## src/rtl/itof_pipe.sv

```systemverilog
// rtl/itof_pipe.sv - three-stage signed int32 to IEEE-754 single converter
// Stages: absolute value, normalise, round and pack; one global stall enable.
module itof_pipe #(
   parameter int ROUND_MODE = 0
) (
   input  logic        clk,
   input  logic        rstn,
   input  logic [31:0] x,
   input  logic        x_valid,
   output logic        x_ready,
   output logic [31:0] y,
   output logic        y_valid,
   input  logic        y_ready
);

   logic        en;

   logic        v1_q, s1_q;
   logic [31:0] m1_q;
   logic [31:0] m1_d;

   logic        v2_q, s2_q;
   logic [4:0]  lz2_q;
   logic [31:0] n2_q;
   logic [4:0]  lz_d;
   logic [31:0] n2_d;

   logic        v3_q;
   logic [31:0] y_q;
   logic [31:0] y_d;

   logic [22:0] frac;
   logic        g_bit, s_bit, l_bit, inc;
   logic [23:0] sum;
   logic [7:0]  exp_c;

   assign en      = ~v3_q | y_ready;
   assign x_ready = en;
   assign y       = y_q;
   assign y_valid = v3_q;

   assign m1_d = x[31] ? (~x + 32'd1) : x;

   // Highest set bit wins; an all-zero operand leaves lz at 0 and normalises to 0.
   always_comb begin
      lz_d = 5'd0;
      for (int i = 0; i < 32; i++) begin
         if (m1_q[i]) lz_d = 5'(31 - i);
      end
      n2_d = m1_q << lz_d;
   end

   // n2_q[31] is set exactly when the operand was non-zero.
   always_comb begin
      frac  = n2_q[30:8];
      g_bit = n2_q[7];
      s_bit = |n2_q[6:0];
      l_bit = n2_q[8];
      inc   = (ROUND_MODE == 0) ? (g_bit & (s_bit | l_bit)) : 1'b0;
      sum   = {1'b0, frac} + {23'd0, inc};
      exp_c = 8'd158 - {3'd0, lz2_q} + {7'd0, sum[23]};
      y_d   = n2_q[31] ? {s2_q, exp_c, sum[22:0]} : 32'h0000_0000;
   end

   always_ff @(posedge clk or negedge rstn) begin
      if (!rstn) begin
         v1_q  <= 1'b0;
         s1_q  <= 1'b0;
         m1_q  <= 32'd0;
         v2_q  <= 1'b0;
         s2_q  <= 1'b0;
         lz2_q <= 5'd0;
         n2_q  <= 32'd0;
         v3_q  <= 1'b0;
         y_q   <= 32'd0;
      end else if (en) begin
         v1_q  <= x_valid;
         s1_q  <= x[31];
         m1_q  <= m1_d;
         v2_q  <= v1_q;
         s2_q  <= s1_q;
         lz2_q <= lz_d;
         n2_q  <= n2_d;
         v3_q  <= v2_q;
         y_q   <= y_d;
      end
   end

endmodule

```

## config.mk

```make
export PLATFORM = sky130hd
export DESIGN_NAME = itof_pipe
export DESIGN_NICKNAME = d
export VERILOG_FILES = /design/src/rtl/itof_pipe.sv
export SDC_FILE = /design/constraint.sdc
export NUM_CORES = 1
export LEC_CHECK = 0
export ABC_AREA = 1
export CAP_MARGIN = 15
export CORE_AREA = 2 2 127 129
export DETAILED_ROUTE_END_ITERATION = 10
export DIE_AREA = 0 0 129 131
export PLACE_DENSITY = 0.63
export RECOVER_POWER = 50
export SLEW_MARGIN = 40
export SYNTH_ARGS = -nofsm -noshare
export SYNTH_HDL_FRONTEND = slang
export SYNTH_SLANG_ARGS = --single-unit
```

## constraint.sdc

```tcl
create_clock -name clk -period 4.4 [get_ports clk]
set_input_delay 0.44 -clock clk [delete_from_list [all_inputs] [get_ports clk]]
set_output_delay 0.44 -clock clk [all_outputs]
set_load 0.05 [all_outputs]
```

==> qor.yml, run 1 <==
seq_area_frac_synth_pct: 38.4
period_share_pct: 84.0
synthSimpleGateAreaFrac_pct: 37.0
dp_hpwl_um: 13000
die_area_um2: 16900
rr_endpoint: "n2_q[25]$_DFFE_PN0P_"
initial_utilization_pct: 44.3
rsz0062_at_grt: "no"
ir_worst_vdd_mv: 0.249
io_pins: 70
hold_viol_final: 0
synth_area_um2: 6900
drt-initial-drc-count: 432
grt_pass1_vias: 6125
clock-root-buffer: "clkbuf_16"
tightest_slew_ps: 3250
die_h_um: 131
dr.pass1.iters: 5
path_class: "input port to register"
core_area_um2: 15600
synth-edff-count: 0
antenna_left: 0
clk_latency_ps: 360
ys.flop_type: "dfrtp_1"
powerDensity_nw_per_um2: 652
finalWirelength_um: 17200
worst_setup_path_start_kind: "input port"
hold_class: "register to register"
grt_max_degree: 64
crit_buf_inv: 4
fin_crit_ps: 3700
nNetsFinal: 1095
place_congestion: 0.944
clk_transition_reported_paths_ps: 70
cp.required_ps: 4620
cts_buffers: 9
critPathMaxStageDelay_ps: 1040
yosysWarnings: 0
fin_area_um2: 8050
synthMuxAreaShare_pct: 0
grt_pass1_wl_um: 29600
avgSynthCellArea_um2: 6.86
clock_sinks: 106
die_x_um: 129
drv_cap: 2
synth_compound_area_share_pct: 11.9
synth_nets: 1047
reg2regPathDepth: 8
timing.setup.tns_ps: 0
cp.depth: 8
cts_tree: "done"
synth-seq-cells: 106
setup_viol: 0
grt_overflow: 0
final-max-slew-violation-count: 100
final_cell_mix: "nand2_1, nand3_1, dfrtp_1, inv_1, nor2_1"
synth_xor_area_share_pct: 3.81
syn_to_final_growth_pct: 16.6
vias: 6584
routedWlPerCell_um: 13.5
post-route-util_pct: 51.6
rr_startpoint: "y_valid$_DFFE_PN0P_"
synth_cell_type_count: 42
crit_chain: "dlygate4sd3_1 > nor2_1 > clkinv_1 > clkbuf_1 > nand2_1 > inv_1 > o211ai_1 > nand3_1"
numPortBuffers: 69
critPathCaptureType: "register"
htree_levels: 3
cp_top_family: "buffers and inverters"
worstPathArrival_ps: 3920
fin_hold_ws_ps: 447
final_common_cell: "nand2_1"
failed_checks: "max-capacitance violations, max-slew violations"
slew_headroom_pct: -117
crit_fanout: 35
num_rows: 46
cellLeakagePower_nw: 3.70
power.total_mw: 5.25
synthAdderAreaFrac_pct: 0.725
synthCells: 1007
fmax_ghz: 0.271
insertedDiodeCount: 0
drc: 0
cts_hold_buf: 0
outcome: "finished with violations"
cpMaxStageDelayCell: "nor2_1"
crit_start: "y_ready"
cts_resized: 0
synth_top_family_by_area: "simple AND/OR/NAND/NOR gates"
fin_skew_ps: 6.87
antenna_found_initial: 0
grt_usage_pct: 21.6
async_flop_share_pct: 100
vias_per_cell: 5.16
r2r_slack_ps: 970
postCtsSetupRepairBufs: 0
place_area_um2: 7770
drive_gt1_share_pct: 3.49
cp-endpoint: "n2_q[25]$_DFFE_PN0P_"
clk_path_buf_depth: 2
cells by family after synthesis:
family,Yosys count
AND/OR/NAND/NOR,583
flip-flops,106
adder cells (fa/ha/maj),4
buffers and inverters,142
AO/OA/AOI/OAI,142
XOR/XNOR,30
worst min path at each step:
stage	startpoint	end	slack [ps]	cells after the start
after global routing	v2_q$_DFFE_PN0P_	y_valid$_DFFE_PN0P_	470	2
after global placement	v2_q$_DFFE_PN0P_	y_valid$_DFFE_PN0P_	430	2
final	v2_q$_DFFE_PN0P_	y_valid$_DFFE_PN0P_	450	2
after floorplan	rstn	lz2_q[0]$_DFFE_PN0P_	140	0
after CTS	rstn	y[29]$_DFFE_PN0P_	180	1
after detailed placement	v2_q$_DFFE_PN0P_	y_valid$_DFFE_PN0P_	440	2
worst min-delay path, stage by stage, from the launching register on:
cell	delay (ps)
dfrtp_1	320
inv_1	40
nand2_1	50
area by class of cell:
type | instances | area (um^2)
Clock buffer | 11 | 243
Sequential cell | 106 | 2650
Tap cell | 216 | 270
Multi-Input combinational cell | 759 | 3690
Fill cell | 1609 | 7550
Inverter | 96 | 360
Timing Repair Buffer | 83 | 783
Clock inverter | 4 | 51.3
registers in the layout (all words and copies together), names as in the netlist:
register	cells
m1_q	32
n2_q	32
y	32
lz2_q	5
s1_q	1
s2_q	1
v1_q	1
v2_q	1
y_valid	1
per-layer routing:
metal / track usage, % / share of wire [%] / vias up
li1: - / - / 3466
met1: 31.3 / 50 / 2955
met2: 34.4 / 45 / 149
met3: 2.48 / 3.2 / 14
met4: 6.39 / 1.4 / 0
met5: 0 / 0 / -
cells in the mapped netlist, types with 12 or more instances:
| master | number | area (um^2) |
|---|---|---|
| a21oi_1 | 17 | 85.1 |
| clkbuf_1 | 34 | 128 |
| dfrtp_1 | 106 | 2650 |
| inv_1 | 90 | 338 |
| nand2_1 | 269 | 1010 |
| nand3_1 | 188 | 941 |
| nor2_1 | 76 | 285 |
| nor3_1 | 17 | 85.1 |
| nor4_1 | 15 | 93.8 |
| o211ai_1 | 12 | 90.1 |
| o21ai_0 | 74 | 370 |
| o21ai_1 | 13 | 65.1 |
| xnor2_1 | 15 | 131 |
| xor2_1 | 15 | 131 |
through the flow:
stage	std cells	worst slack, ps
global placement	1260	989
CTS	1275	1050
finish	1275	705
floorplan	1007	1740
global route	1275	457
detailed placement	1260	885
where the power goes:
group	switching [mW]	internal, mW
clock	0.355	0.455
combinational	1.87	0.917
sequential	0.296	1.36
Note: power is estimated with default switching activity, not from simulation.
==> run 2: changes to the inputs <==
Settings changed: PLACE_DENSITY 0.63 to 0.65.
Clock period 4.4 ns to 3 ns, I/O delays scaled along.
==> run 2 against run 1 <==
The flow finishes with violations (negative setup slack). Final cell count rose by 4.4%. Global-route usage fell by 0.15 points. Design area is 12% higher. Via count up 6.6%. First-iteration DRC count rose by 2.3%. Clock skew is 1.1 ps higher. Total power grew 61%. Worst setup slack worse by 790 ps. Hold slack improved by 19 ps. Non-clock buffer count rose by 54. Routed wire length rose by 6.9%. Flip-flop and latch count is the same. Critical path type is now register to register. Critical endpoint is now n2_q[22]$_DFFE_PN0P_.
==> qor.yml, run 2 (synthesized netlist as in run 1, its figures left out) <==
outcome: "finished with violations"
failed_checks: "negative setup slack"
critPathCaptureType: "register"
drv_cap: 0
timing.setup.tns_ps: -523
place_area_um2: 8170
multi_input_area_um2: 4080
vias: 7021
initial_utilization_pct: 44.3
combPwrFrac_pct: 57.3
crit_path_frequent_cell: "nand2_1"
rr_startpoint: "m1_q[1]$_DFFE_PN0P_"
tightest_slew_ps: 1150
worstPathArrival_ps: 3340
cpMaxStageDelayCell: "dfrtp_1"
grt_pass1_wl_um: 29400
powerDensity_nw_per_um2: 939
drc: 0
cellLeakagePower_nw: 4.14
dp_hpwl_um: 13200
io_pins: 70
grt_max_degree: 118
dpl.cell_count: 1305
final_cell_mix: "nand2_1, nand3_1, dfrtp_1, inv_1, o21ai_0"
fin_skew_ps: 7.95
die_h_um: 131
final-max-slew-violation-count: 0
finalWirelength_um: 18400
die_area_um2: 16900
drive_gt1_share_pct: 15.6
critPathMaxStageDelay_ps: 390
final.fill_count: 1515
hold_viol_final: 0
vias_per_cell: 5.27
worst_setup_path_start_kind: "register"
num_rows: 46
antenna_left: 0
internal-power_mw: 4.38
numPortBuffers: 69
htree_levels: 3
clock_sinks: 106
final_common_cell: "nand2_1"
grt_usage_pct: 21.5
drt-initial-drc-count: 442
cts_buffers: 9
clk_latency_ps: 360
post-route-util_pct: 57.7
grt_pass1_vias: 6174
hold_class: "register to register"
place_congestion: 0.883
fmax_ghz: 0.324
core_area_um2: 15600
antenna_found_initial: 0
grt_overflow: 0
ff_latch_area_um2: 2650
fin_crit_ps: 3090
cts_tree: "done"
timing.final.ws_setup_ps: -88.5
insertedDiodeCount: 0
cp.required_ps: 3250
sw_frac_of_total_pct: 48.1
fin_area_um2: 8990
clk_path_buf_depth: 2
finalNonFillerCells: 1331
setup_viol: 14
p_seq_share_pct: 28.3
ir_worst_vdd_mv: 0.420
hold_start: "v2_q$_DFFE_PN0P_"
fin_hold_ws_ps: 466
crit_fanout: 7
slew_headroom_pct: 23.4
crit_start: "m1_q[1]$_DFFE_PN0P_"
p_sw_mw: 4.06
nNetsFinal: 1151
syn_to_final_growth_pct: 30.2
routedWlPerCell_um: 13.8
path_class: "register to register"
clock-root-buffer: "clkbuf_16"
clkPwrFrac_pct: 14.4
rsz0062_at_grt: "yes"
die_x_um: 129
dp_slack_ps: -105
dr.pass1.iters: 5
power.total_mw: 8.44
period_share_pct: 103
clk_transition_reported_paths_ps: 70
[run 2: changes by cell type in the layout (fill, tap and decap cells not counted), moves of 7 or more]
cell     before  now
buf_4        12   57
nand2_1     269  253
nand2_2       1   17
nand3_1     188  146
nand3_2       0   42
nor2_1       76   69
[run 2: layout make-up]
type,instances,area share [%]
clock buffer,10,2.66
clock inverter,5,0.682
inverter,96,4.01
multi-input combinational,761,45.4
sequential,106,29.5
tap,216,3.01
timing repair buffer,137,14.7
[run 2: power groups by stage]
stage	Sequential [mW]	Combinational, mW	Clock [mW]
final	2.39	4.84	1.21
after global routing	2.47	5.30	1.29
after CTS	2.39	4.39	1.24
after detailed placement	2.42	4.35	0
after global placement	2.39	4.33	0
after floorplan	3.02	2.36	0
[run 2: worst paths after layout]
| path | to | slack [ps] | cells after the start |
|---|---|---|---|
| setup / recovery | n2_q[22]$_DFFE_PN0P_ | -90 | 39 |
| hold / removal | y_valid$_DFFE_PN0P_ | 470 | 2 |
| setup reg to reg | n2_q[22]$_DFFE_PN0P_ | -90 | 39 |
| hold reg to reg | y_valid$_DFFE_PN0P_ | 470 | 2 |
| max in group asynchronous | v1_q$_DFFE_PN0P_ | 1420 | 3 |
| min in group asynchronous | y[29]$_DFFE_PN0P_ | 690 | 2 |
[run 2: worst max-delay path: cells and delay by family (launching register included)]
kind	cells	cell delay, ps
and+or+nand+nor	35	2120
DFF	1	390
buffers and inverters	2	230
AOI/OAI and AO/OA	2	230
[run 2: metal layers]
layer / vias up / wire [um] / global-route usage, %
met2: 185 / 8420 / 34.1
li1: 3577 / - / -
met3: 31 / 775 / 2.85
met5: - / 0 / 0
met4: 0 / 425 / 7.35
met1: 3228 / 8800 / 30.4
[run 2: what timing repair did]
action                                 CTS  global route
setup endpoints to repair                7            56
gates resized for setup                  7            81
buffers inserted                         0             4
hold buffers                             1             0
pin swaps                                1            26
cloned                                   0             6
endpoints found under the hold margin   44             0
==> run 3: changes to the inputs <==
Settings changed: PLACE_DENSITY 0.65 to 0.74.
==> run 3 against run 2 <==
The flow still finishes with violations (negative setup slack). Maximum frequency shrank 0.24%. Register-to-register slack barely moved. Worst setup slack worse by 7.3 ps. Final cell count barely moved. Combinational power is essentially flat. Sequential share of layout area about the same. Largest power group unchanged.
==> qor.yml, run 3 (synthesized netlist as in run 1, its figures left out) <==
grt_pass1_wl_um: 30400
period_share_pct: 103
worstPathArrival_ps: 3380
vias: 7121
fin_crit_ps: 3100
grt_usage_pct: 22.3
timing.final.ws_setup_ps: -95.8
die_x_um: 129
final_cell_mix: "nand2_1, nand3_1, dfrtp_1, inv_1"
final.fill_count: 1463
fin_skew_ps: 9.18
crit_buf_inv: 4
finalNonFillerCells: 1330
clock-root-buffer: "clkbuf_16"
insertedDiodeCount: 0
finalWirelength_um: 18600
cellLeakagePower_nw: 4.13
antenna_left: 0
powerDensity_nw_per_um2: 949
rsz0062_at_grt: "yes"
htree_levels: 3
numPortBuffers: 69
num_rows: 46
final-max-slew-violation-count: 0
vias_per_cell: 5.35
drive_gt1_share_pct: 15.9
grt_pass1_vias: 6365
die_area_um2: 16900
crit_fanout: 14
crit_path_frequent_cell: "nand3_1"
cts_tree: "done"
initial_utilization_pct: 44.3
grt_max_degree: 60
final_common_cell: "nand2_1"
critPathMaxStageDelay_ps: 380
clk_latency_ps: 360
tightest_slew_ps: 1200
grt_overflow: 0
critPathCaptureType: "register"
routedWlPerCell_um: 14.0
fin_hold_ws_ps: 450
ir_worst_vdd_mv: 0.402
path_class: "register to register"
clock_sinks: 106
fmax_ghz: 0.323
clk_path_buf_depth: 2
cts_buffers: 9
drc: 0
cp_top_family: "simple AND/OR/NAND/NOR gates"
dp_hpwl_um: 13200
failed_checks: "negative setup slack"
hold_class: "register to register"
worst_setup_path_start_kind: "register"
drt-initial-drc-count: 567
drv_cap: 0
nNetsFinal: 1149
crit_chain: "buf_4 > buf_4 > nor2_1 > clkinv_1 > a311oi_1 > o311ai_1 > nand3_1 > nand3_1 > nand3_1 > nand3_1 > nand3_1 > nand3_1 > nand2_1 > nand2_1 > nand2_1 > a21oi_2 > buf_4 > o21ai_1 > o21ai_2 > or2_1 > nor2_2 > nand2_1 > o21ai_1"
die_h_um: 131
place_congestion: 0.928
dpl.cell_count: 1301
syn_to_final_growth_pct: 30.1
multi_input_area_um2: 4130
dr.pass1.iters: 6
outcome: "finished with violations"
cpMaxStageDelayCell: "dfrtp_1"
ff_latch_area_um2: 2650
power.total_mw: 8.52
io_pins: 70
core_area_um2: 15600
clk_transition_reported_paths_ps: 60
slew_headroom_pct: 20.3
hold_viol_final: 0
cp.required_ps: 3280
setup_viol: 21
antenna_found_initial: 0
run 3: cell count changes in the layout (fill, tap and decap cells not counted), moves of 3 or more:
cell	delta
clkbuf_16	-3
nor3_2	-3
o21ai_0	-4
o21ai_1	+4
run 3: through the flow:
stage               area, um^2  worst slack (ps)  utilization, %  setup TNS, ps
finish                    8980             -95.8            57.6           -993
global route              8980              -394            57.6         -10170
CTS                       8600             -46.6            55.2           -271
detailed placement        8130              -128            52.1           -465
global placement          8130             -38.6            52.1          -60.6
floorplan                 6900               375               -              0
run 3: cell type report:
type / count / share of cell area [%]
clock inverters: 4 / 0.613
multi-input cells: 761 / 45.9
flip-flops and latches: 106 / 29.5
well taps: 216 / 3.01
repair buffers: 135 / 14.0
inverters: 96 / 4.01
clock buffers: 12 / 2.86
run 3: final timing paths:
| path | from | to | slack, ps | depth (start not counted) |
|---|---|---|---|---|
| worst max-delay path | m1_q[0]$_DFFE_PN0P_ | n2_q[2]$_DFFE_PN0P_ | -100 | 23 |
| worst min-delay path | v2_q$_DFFE_PN0P_ | y_valid$_DFFE_PN0P_ | 450 | 2 |
| worst max register to register | m1_q[0]$_DFFE_PN0P_ | n2_q[2]$_DFFE_PN0P_ | -100 | 23 |
| worst min register to register | v2_q$_DFFE_PN0P_ | y_valid$_DFFE_PN0P_ | 450 | 2 |
| max in group asynchronous | rstn | m1_q[0]$_DFFE_PN0P_ | 800 | 3 |
| min in group asynchronous | rstn | y[29]$_DFFE_PN0P_ | 720 | 2 |
run 3: routing by layer:
metal,vias up,GRT usage (%),wire length (um)
met3,40,2.44,835
met2,226,35.0,8410
li1,3587,-,-
met5,-,0,0
met4,0,9.65,483
met1,3268,31.4,8900
run 3: what timing repair did:
item | 4_1_cts | 5_1_grt
buffers inserted | 2 | 7
hold endpoints to repair | 48 | 0
pin swaps | 12 | 35
endpoints found under the setup margin | 5 | 48
hold buffers | 1 | 0
resized for setup | 23 | 82
gates cloned | 2 | 1
run 3: worst min-delay path: cells and delay by family (launching register included):
kind	cells	cell delay (ps)
buffers and inverters	1	40
flip-flops	1	320
AND/OR/NAND/NOR	1	50
run 3: where the power goes:
group / switching, mW / internal (mW)
Sequential: 0.428 / 1.99
Clock: 0.557 / 0.700
Combinational: 3.12 / 1.72
